==> config.mk <==
export PLATFORM = sky130hd
export DESIGN_NAME = cv32e40x_rvfi_evt_fifo
export DESIGN_NICKNAME = d
export VERILOG_FILES = /design/src/rtl/cv32e40x_rvfi_pkg.sv /design/src/rtl/cv32e40x_rvfi_evt_fifo.sv
export SDC_FILE = /design/constraint.sdc
export NUM_CORES = 1
export LEC_CHECK = 0
export BUFFER_PORTS_ARGS = -buffer_cell sky130_fd_sc_hd__buf_2
export CAP_MARGIN = 10
export CORE_MARGIN = 1
export CORE_UTILIZATION = 50
export DETAILED_ROUTE_END_ITERATION = 12
export PLACE_DENSITY = 0.71
export SYNTH_ARGS = -nofsm -noshare
export SYNTH_HDL_FRONTEND = slang
export SYNTH_SLANG_ARGS = --single-unit
==> constraint.sdc <==
create_clock -name clk -period 5.8 [get_ports clk]
set_clock_uncertainty 0.2 [all_clocks]
set_input_delay 0.87 -clock clk [delete_from_list [all_inputs] [get_ports clk]]
set_output_delay 0.87 -clock clk [all_outputs]
set_load 0.02 [all_outputs]
==> src/rtl/cv32e40x_rvfi_pkg.sv <==
// Shared types for the RVFI retirement checker. This file holds the RVFI trap and
// interrupt sideband structs, the event record and kind encoding, the sticky error
// vector, the checker FSM states, and the helper that builds an event from one
// retirement.
package cv32e40x_rvfi_pkg;

   typedef struct packed {
      logic [1:0] cause_type;
      logic [2:0] debug_cause;
      logic [5:0] exception_cause;
      logic       debug;
      logic       exception;
      logic       trap;
   } rvfi_trap_t;

   typedef struct packed {
      logic [10:0] cause;
      logic        interrupt;
      logic        exception;
      logic        intr;
   } rvfi_intr_t;

   typedef enum logic [1:0] {
      EVT_EXC_TRAP   = 2'd0,
      EVT_DBG_TRAP   = 2'd1,
      EVT_INTR_ENTRY = 2'd2,
      EVT_EXC_ENTRY  = 2'd3
   } rvfi_evt_kind_e;

   typedef struct packed {
      logic [31:0]    order;
      logic [10:0]    cause;
      rvfi_evt_kind_e kind;
   } rvfi_evt_t;

   // Bit 0 is ORDER, bit 3 is OVERFLOW.
   typedef struct packed {
      logic overflow;
      logic intr_enc;
      logic pc;
      logic order;
   } rvfi_chk_err_t;

   typedef enum logic {
      CHK_IDLE  = 1'b0,
      CHK_TRACK = 1'b1
   } rvfi_chk_state_e;

   // Handler entry (intr) wins over a trap on the same retirement. A trap counts as
   // a debug trap only when it is not also an exception.
   function automatic rvfi_evt_t evt_from_retire(input logic [31:0] order,
                                                 input rvfi_intr_t  intr,
                                                 input rvfi_trap_t  trap);
      rvfi_evt_t evt;
      evt       = '0;
      evt.order = order;
      if (intr.intr) begin
         evt.kind  = intr.interrupt ? EVT_INTR_ENTRY : EVT_EXC_ENTRY;
         evt.cause = intr.cause;
      end else if (trap.debug && !trap.exception) begin
         evt.kind  = EVT_DBG_TRAP;
         evt.cause = 11'(trap.debug_cause);
      end else begin
         evt.kind  = EVT_EXC_TRAP;
         evt.cause = 11'(trap.exception_cause);
      end
      return evt;
   endfunction

endpackage

==> src/rtl/cv32e40x_rvfi_evt_fifo.sv <==
// This is the event FIFO for the RVFI checker. It has no bypass, so a pushed entry
// appears at the head one cycle later.
// A flush empties the FIFO. A push in the same cycle as a flush lands in the
// emptied FIFO.
// When the FIFO is full, a push is accepted only if a pop happens in the same cycle.
// The head output reads zero while the FIFO is empty.
module cv32e40x_rvfi_evt_fifo
   import cv32e40x_rvfi_pkg::*;
#(
   parameter int DEPTH = 4
) (
   input  logic      clk,
   input  logic      rst_n,
   input  logic      i_push,
   input  logic      i_pop,
   input  logic      i_flush,
   input  rvfi_evt_t i_data,
   output rvfi_evt_t o_data,
   output logic      o_full,
   output logic      o_empty
);

   localparam int AW = (DEPTH > 1) ? $clog2(DEPTH) : 1;
   localparam int CW = $clog2(DEPTH + 1);

   rvfi_evt_t         r_mem [DEPTH];
   logic [AW-1:0]     r_rd_ptr;
   logic [AW-1:0]     r_wr_ptr;
   logic [CW-1:0]     r_count;

   logic              w_push_ok;
   logic              w_pop_ok;
   logic              w_wr_en;
   logic [AW-1:0]     w_wr_idx;

   assign o_full    = (r_count == CW'(DEPTH));
   assign o_empty   = (r_count == '0);
   assign w_pop_ok  = i_pop && !o_empty;
   assign w_push_ok = i_push && (!o_full || w_pop_ok);
   assign w_wr_en   = i_flush ? i_push : w_push_ok;
   assign w_wr_idx  = i_flush ? '0 : r_wr_ptr;
   assign o_data    = o_empty ? '0 : r_mem[r_rd_ptr];

   // Pointer and occupancy bookkeeping; flush takes precedence over a pop.
   // NOTE: sequential state is written only with <= so every flop samples pre-edge values.
   always_ff @(posedge clk or negedge rst_n) begin
      if (!rst_n) begin
         r_rd_ptr <= '0;
         r_wr_ptr <= '0;
         r_count  <= '0;
      end else if (i_flush) begin
         r_rd_ptr <= '0;
         r_wr_ptr <= i_push ? AW'(1) : '0;
         r_count  <= i_push ? CW'(1) : '0;
      end else begin
         if (w_push_ok) r_wr_ptr <= r_wr_ptr + AW'(1);
         if (w_pop_ok)  r_rd_ptr <= r_rd_ptr + AW'(1);
         r_count <= r_count + CW'(w_push_ok) - CW'(w_pop_ok);
      end
   end

   // Storage write.
   // NOTE: storage has no reset; the empty flag masks stale entries on the output.
   always_ff @(posedge clk) begin
      if (w_wr_en) r_mem[w_wr_idx] <= i_data;
   end

endmodule

==> results.md, run 1 <==
- FF+latch count, synth: 187
- Residual DRC: 0
- Share of power burned in the clock network: 32.2%
- Largest net degree at the start of global routing: 48
- Setup violations, final: 0
- Family with the most delay on the worst path: simple AND/OR/NAND/NOR gates
- Setup bufs post-CTS: 0
- Switching part of the total power: 28.7%
- TNS Setup: 0 ps
- Avg Inst Size Synth: 21.9 um2
- Class of the most critical setup path: reg2out
- Largest stage delay on the critical path: 780 ps
- Relative area change from synthesis to final layout: 19.0%
- CP Data Arrival Time: 2600 ps
- Num rows: 43
- CP Capture Type: primary output
- Number of sinks on the clock net: 187
- Switching power: 1.08 mW
- Slew margin rel.: 27.2%
- Actual slew at the worst max-slew pin: 1090 ps
- Setup repair after global routing missed its margin: no
- Share of power burned in registers: 44.8%
- Portion of total power attributed to combinational logic: 23.0%
- Vias: 3435
- Ys flop type: edfxtp_1
- Outcome: finished clean
- Initial DRT Pass Iterations: 5
- H-Tree Depth: 4
- Total Nets Final: 489
- Initial Utilization: 51.6%
- Maximum fanout along the worst path: 38
- Port buffer count: 96
- Crit path buf inv count: 2
- Commonest cells in the synthesized netlist: edfxtp_1 (180), mux4_2 (45), nor2b_1 (45)
- Number of hold buffers added after cts: 0
- Tightest Hold Check Type: in2async
- Antenna violations before repair: 1
- Peak VDD IR: 231 uV
- Biggest area consumer among synthesized cells: edfxtp_1
- Net count of the mapped netlist: 380
- Floorplan die width: 122 um
- DIE AREA: 14900 um2
- Fmax: 273 MHz
- Post-Syn Instances: 328
- Power Dens Cells: 438 nW/um2
- DR WL/cell: 20.9 um
- CTS root buffer: clkbuf_16
- Max capacitance violation total: 0
- Synthesized cell area: 7180 um2
- Global-route wire length before repair: 20100 um
- Proportion of register bits with asynchronous set or reset after synthesis: 3.74%
- Leakage Power: 2.94 nW
- Average via count per standard cell: 5.44
- Launching element type of the critical path: flip-flop
- Clock insertion delay at the later pin of the skew report: 430 ps
- Final count of pins violating max slew: 0
- Worst Path Required: 4730 ps
- Share of final-layout standard cells stronger than drive strength 1: 42.0%
- Final hold violation count: 0
- Initial detailed-routing violation count: 203
- Clock tree from TritonCTS: done
- Filler cell count in the final layout: 965
- Portion of synthesized cell area occupied by the leading cell type: 75.2%
- Sequential cell area fraction in the yosys report: 77.7%
- Global-route usage over all layers: 19.4%
- IO Count: 97
- Total design power: 3.75 mW
- Area of the core: 13900 um2
- Residual antenna-violating net count after detailed routing: 0
- Detail Placement HPWL: 7840 um
- Vias in the first global route: 3546
- Most frequent cell after synthesis: edfxtp_1
- Cell-internal power: 2.67 mW
- Total Wirelength: 13200 um
- Number of buffers created by CTS: 17
- Slowest cell on crit path: nor3_2
- Routability congestion estimate: 0.742
- Largest cells by area after synthesis: edfxtp_1 (75%), mux4_2 (14%), nor2b_1 (3.9%)
- Min cycle time layout: 3670 ps
- Bufs on Longest Clock Path: 2
- Clock-pin slew on the worst setup and hold paths: 60 ps
- Count of flip-flops with a built-in enable after synthesis: 180
- Distinct cell type count of the synthesized netlist: 27
- Grt ovf: 0
- Part of the cycle the worst path needs: 63.3%
- Height of the die: 122 um
- Post-CTS Resized: 0
- CP Cell Sequence: nor3_2 > buf_4 > nor2b_1 > buf_2
- Synthesis Warnings: 0
==> per-layer routing <==
layer	vias up	track usage (%)	part of all wire, %
met5	-	0	0
met4	0	8.72	1.4
met3	9	5.43	5.3
met2	92	30.9	50
met1	1776	25.0	43
li1	1558	-	-
==> power by group through the flow <==
stage,registers (mW),logic [mW],clock network [mW]
final,1.68,0.862,1.21
after global routing,1.70,0.932,1.28
after CTS,1.68,0.876,1.23
after detailed placement,1.71,0.872,0
after global placement,1.71,0.862,0
after floorplan,1.63,0.666,0
==> placed cells by master, fill, tap and decap left out, drive strengths merged <==
cell type and instances:
nand2 3, or4b 1, diode 2, nor2b 45, nor3b 1, or3 1, clkbuf 18, and2 2
o211ai 1, inv 5, nor2 4, nand3b 1, edfxtp 180, bufinv 4, nand2b 1, dfrtp 7
fa 1, xor2 2, buf 106, o31ai 2, ha 1, clkinv 5, a21o 1, mux4 45
a311o 1, clkinvlp 3, o21ai 3, a21oi 1, nor3 5
==> kinds of logic after synthesis <==
group | after synthesis | synth area share [%]
xor+xnor | 2 | 0.244
buf+inv | 19 | 1.31
flops | 187 | 77.7
fa+ha+maj | 2 | 0.453
simple gates | 64 | 5.38
mux | 45 | 14.1
compound gates | 9 | 0.836
==> state kept, by name (all words and copies together) (netlist names) <==
signal and count:
r_count 3, r_wr_ptr 2, r_mem 180, r_rd_ptr 2
==> final timing paths <==
kind	from	to	slack (ps)	cells after the start
worst max-delay path	r_count[1]	o_data[15]	2130	4
worst max register to register	r_count[1]	r_mem[3][1]	3080	4
worst min-delay path	rst_n	r_wr_ptr[1]	70	1
max in group asynchronous	rst_n	r_rd_ptr[1]	5150	1
min in group clk	r_wr_ptr[1]	r_wr_ptr[1]	410	1
worst min register to register	r_wr_ptr[1]	r_wr_ptr[1]	410	1
==> stage by stage <==
stage / util, % / instances / hold WS [ps] / setup WS (ps) / instance area [um2]
6_report: 61.4 / 632 / 66.2 / 2130 / 8550
5_1_grt: 61.3 / 630 / 60.2 / 1970 / 8550
4_1_cts: 61.3 / 629 / 51.7 / 2070 / 8540
3_5_place_dp: 56.8 / 597 / 400 / 2540 / 7910
3_3_place_gp: 56.8 / 597 / 385 / 2580 / 7910
2_1_floorplan: - / 328 / 272 / 783 / 7180
==> layout make-up <==
cell class,count,area (um2),area share (%)
Sequential cell,187,5590,65.3
Multi-Input combinational cell,122,1540,18.0
Timing Repair Buffer,106,559,6.54
Clock buffer,18,429,5.02
Tap cell,180,225,2.63
Clock inverter,14,195,2.28
Inverter,3,11.3,0.132
Antenna cell,2,5.00,0.0585
Power figures use the tool's default switching activity.
==> run 2, diff against run 1 <==
Settings changed: ABC_AREA from default to 1, PLACE_DENSITY 0.71 to 0.73.
Clock period 5.8 ns to 3 ns, I/O delays scaled along.
==> run 2 against run 1 <==
Count of clock-buffer cells in the layout stayed put. Total power is 98% higher. Clock power rose by 82%. Routed wire length grew 17%. Largest power group unchanged.
==> results.md, run 2 <==
- Biggest area consumer among synthesized cells: edfxtp_1
- Worst Path Required: 2350 ps
- Commonest cells in the synthesized netlist: nor2_1 (187), edfxtp_1 (180), o21ai_0 (83)
- Relative area change from synthesis to final layout: 17.4%
- Global-route usage over all layers: 21.2%
- Vias: 4850
- Post-Syn Instances: 586
- Largest cells by area after synthesis: edfxtp_1 (73%), nor2_1 (9.5%), o21ai_0 (5.6%)
- Residual DRC: 0
- Detail Placement HPWL: 8850 um
- Crit path capture: o_data[33]
- Initial detailed-routing violation count: 417
- Worst reg2reg endpoint: r_mem[2][2]
- DR WL/cell: 17.5 um
- RR Startpoint: r_count[1]
- Final hold violation count: 0
- Worst Hold Path Cells: 1
- Leakage Power: 3.19 nW
- Tightest Hold Check Type: in2reg
- Largest registers: r_mem (180), r_count (3)
- Clock insertion delay at the later pin of the skew report: 430 ps
- Total design power: 7.42 mW
- CP Capture Type: primary output
- Outcome: finished clean
- Vias in the first global route: 4683
- Launching element type of the critical path: flip-flop
- Class of the most critical setup path: reg2out
- Routability congestion estimate: 0.774
- Area of the core: 14500 um2
- Worst Min Path Start: i_data[33]
- Power Dens Cells: 856 nW/um2
- Reg with most FFs: r_mem
- Maximum fanout along the worst path: 36
- Proportion of register bits with asynchronous set or reset after synthesis: 3.74%
- H-Tree Depth: 4
- Commonest cells after routing, fill and taps aside: nor2_1 (185), edfxtp_1 (180), buf_2 (96)
- Worst slack on hold paths: 30.0 ps
- Most frequent cell after synthesis: nor2_1
- Distinct cell type count of the synthesized netlist: 21
- Largest net degree at the start of global routing: 55
- Avg Inst Size Synth: 12.6 um2
- Worst setup path start: r_rd_ptr[0]
- Non-filler instance count after layout: 881
- FF+latch count, synth: 187
- Height of the die: 124 um
- Total Wirelength: 15500 um
- Peak VDD IR: 605 uV
- Residual antenna-violating net count after detailed routing: 0
- Net count of the mapped netlist: 638
- R2R depth: 5
- Synthesis Warnings: 0
- Number of buffers created by CTS: 17
- Inst Count DP: 847
- Final count of pins violating max slew: 0
- CTS root buffer: clkbuf_16
- Actual slew at the worst max-slew pin: 903 ps
- Portion of synthesized cell area occupied by the leading cell type: 73.2%
- Clock tree from TritonCTS: done
- DIE AREA: 15300 um2
- IO Count: 97
- Num rows: 44
- Global-route wire length before repair: 23500 um
- Setup violations, final: 0
- Clock-pin slew on the worst setup and hold paths: 60 ps
- Slew margin rel.: 39.7%
- Max capacitance violation total: 0
- Port buffer count: 96
- Ys flop type: edfxtp_1
- Fmax: 352 MHz
- Average via count per standard cell: 5.51
- Initial Utilization: 51.0%
- Grt ovf: 0
- Number of flip-flops in the largest register: 180
- CP Data Arrival Time: 2190 ps
- Total Nets Final: 735
- Sequential cell area fraction in the yosys report: 75.6%
- Count of flip-flops with a built-in enable after synthesis: 180
- Most common cell after layout, fill and taps aside: nor2_1
- Share of final-layout standard cells stronger than drive strength 1: 21.0%
- Initial DRT Pass Iterations: 5
- Min cycle time layout: 2840 ps
- Bufs on Longest Clock Path: 2
- Internal reg-to-reg setup slack: 820 ps
- Synthesized cell area: 7380 um2
- Floorplan die width: 124 um
- Setup repair after global routing missed its margin: no
- Part of the cycle the worst path needs: 94.6%
- Antenna violations before repair: 1
- Number of sinks on the clock net: 187
==> run 2: repair_timing <==
action	CTS	global route
buffers inserted	0	0
hold buffers	1	0
endpoints found under the hold margin	7	0
resized for setup	0	2
setup endpoints to repair	0	3
==> run 2: how the worst min path moves through the flow <==
stage and to:
6_report r_mem[1][33], 4_1_cts r_mem[3][33], 3_3_place_gp r_count[1], 5_1_grt r_mem[3][41]
2_1_floorplan r_count[0], 3_5_place_dp r_count[1]
==> run 2: worst max-delay path, cell delays in order, from the launching register on <==
cell and delay (ps):
dfrtp_4 610, buf_4 420, nor2_1 90, nor2_1 100, o21ai_0 130, a21oi_1 200, buf_2 190
==> run 2: kinds of logic (layout without fill, tap and decap cells) <==
kind of cell,Yosys count,after routing,synth area share (%)
fa+ha+maj,2,2,0.441
buf+inv,41,150,3.12
simple gates,214,214,11.1
xor+xnor,2,2,0.237
compound gates,140,140,9.52
flops,187,187,75.6
other cells,0,2,0
==> run 2: final cells by class <==
| class | count | area [um2] |
|---|---|---|
| Multi-Input combinational cell | 358 | 1610 |
| Inverter | 8 | 30.0 |
| Antenna cell | 2 | 5.00 |
| Tap cell | 184 | 230 |
| Fill cell | 1135 | 5810 |
| Clock buffer | 18 | 429 |
| Sequential cell | 187 | 5590 |
| Clock inverter | 13 | 151 |
| Timing Repair Buffer | 111 | 628 |
==> run 2: power breakdown <==
part           internal (mW)  switching, mW
Sequential              3.06         0.0927
Combinational          0.621           1.45
Clock                   1.30          0.903
Total                   4.98           2.44
==> run 2: through the flow <==
step	instance area (um2)	util [%]	setup WS, ps	setup TNS [ps]
2_1_floorplan	7390	-	-357	-40420
3_3_place_gp	8070	55.7	627	0
3_5_place_dp	8070	55.7	557	0
4_1_cts	8660	59.8	95.5	0
5_1_grt	8670	59.9	38.4	0
6_report	8670	59.9	162	0
==> run 2: per-layer routing <==
metal  up-vias  track usage (%)  part of all wire (%)
li1       2280                -                     -
met1      2383             25.8                    41
met2       169             36.0                    51
met3        18             5.54                   6.6
met4         0             8.36                   1.3
met5         -                0                     0
==> run 3, diff against run 2 <==
Settings changed: ABC_AREA 1 to default, PLACE_DENSITY 0.73 to 0.74.
==> run 3 against run 2 <==
Die area shrank 2.7%. Critical path type unchanged. Clock power is essentially flat. Via count shrank 29%. Largest power group unchanged. Final cell count shrank 28%.
==> results.md, run 3 (synthesized netlist as in run 1, its figures left out) <==
- Setup repair after global routing missed its margin: no
- Antenna violations before repair: 2
- Number of flip-flops in the largest register: 180
- Min cycle time layout: 2860 ps
- Num rows: 43
- DR WL/cell: 19.9 um
- CP Data Arrival Time: 2210 ps
- Largest net degree at the start of global routing: 49
- Placed inst area: 7990 um2
- Bufs on Longest Clock Path: 2
- Port buffer count: 96
- Height of the die: 122 um
- Internal reg-to-reg setup slack: 270 ps
- PnR worst setup slack: 139 ps
- Initial Utilization: 51.6%
- Leakage Power: 2.95 nW
- Worst reg2reg endpoint: r_mem[2][42]
- Reg with most FFs: r_mem
- IO Count: 97
- Worst slack on hold paths: 41.8 ps
- Routability congestion estimate: 0.736
- Share of final-layout standard cells stronger than drive strength 1: 41.6%
- Average via count per standard cell: 5.45
- Total Nets Final: 492
- Vias: 3448
- Area of the core: 13900 um2
- Worst Hold Path Cells: 1
- Launching element type of the critical path: flip-flop
- Initial detailed-routing violation count: 180
- R2R depth: 4
- Relative area change from synthesis to final layout: 19.5%
- CTS root buffer: clkbuf_16
- Most common cell after layout, fill and taps aside: edfxtp_1
- Outcome: finished clean
- Part of the cycle the worst path needs: 95.4%
- Commonest cells after routing, fill and taps aside: edfxtp_1 (180), buf_2 (96), mux4_2 (45), nor2b_1 (45), clkbuf_16 (17)
- DIE AREA: 14900 um2
- Worst slack at placement: 189 ps
- H-Tree Depth: 4
- Peak VDD IR: 571 uV
- Clock tree from TritonCTS: done
- Residual DRC: 0
- Global-route wire length before repair: 19500 um
- Setup violations, final: 0
- Worst Path Required: 2350 ps
- Endpoint with the worst hold slack: r_mem[1][39]
- Clock-pin slew on the worst setup and hold paths: 60 ps
- Final hold violation count: 0
- Inst Count DP: 600
- Residual antenna-violating net count after detailed routing: 0
- Fmax: 350 MHz
- Number of sinks on the clock net: 187
- Maximum fanout along the worst path: 17
- Slew margin rel.: 25.5%
- Non-filler instance count after layout: 633
- RR Startpoint: r_count[1]
- Total design power: 7.14 mW
- Vias in the first global route: 3743
- Initial DRT Pass Iterations: 4
- CP Capture Type: primary output
- Largest registers: r_mem (180), r_count (3)
- Tightest Hold Check Type: in2reg
- Worst Min Path Start: i_data[39]
- Class of the most critical setup path: reg2out
- Max capacitance violation total: 0
- Power Dens Cells: 832 nW/um2
- Grt ovf: 0
- Number of buffers created by CTS: 17
- Post-route design area: 8580 um2
- Detail Placement HPWL: 7630 um
- Total Wirelength: 12600 um
- Actual slew at the worst max-slew pin: 1110 ps
- Final standard cell utilization of the core: 61.6%
- Clock insertion delay at the later pin of the skew report: 420 ps
- Floorplan die width: 122 um
- TNS Setup: 0 ps
- Final count of pins violating max slew: 0
- Post-CTS Resized: 0
- Global-route usage over all layers: 18.7%
## run 3: area by class of cell
cell class	instances	area (um2)
multi-input combinational	122	1560
inverter	3	11.3
clock buffer	18	429
fill	1020	5350
sequential	187	5590
tap	180	225
clock inverter	13	153
antenna	1	2.50
timing repair buffer	109	618
## run 3: critical path, stage by stage (launching register included)
cell and delay (ps):
dfrtp_4 650, buf_4 280, mux4_2 510, nor2b_1 160
buf_2 190
## run 3: worst max-delay path by stage
stage,start,endpoint,slack (ps),cells after the start
after floorplan,i_flush,r_mem[1][0],-250,3
after global routing,r_rd_ptr[0],o_data[42],0.8,4
after global placement,i_pop,r_mem[2][31],300,5
after CTS,r_rd_ptr[0],o_data[42],60,4
final,r_rd_ptr[0],o_data[42],140,4
after detailed placement,i_pop,r_mem[2][26],190,5
## run 3: repair_timing
item	CTS	global route
endpoints found under the hold margin	7	0
hold buffers	1	0
setup buffers	0	0
## run 3: power by group
part / internal, mW / switching, mW
combinational: 0.761 / 1.02
clock: 1.30 / 0.899
sequential: 3.05 / 0.123
total: 5.10 / 2.04
## run 3: metal layers
metal / vias up / share of wire (%) / global-route usage (%)
met3: 15 / 5.2 / 5.66
li1: 1559 / - / -
met2: 94 / 53 / 31.7
met5: - / 0 / 0
met4: 0 / 1.7 / 8.33
met1: 1780 / 41 / 21.9
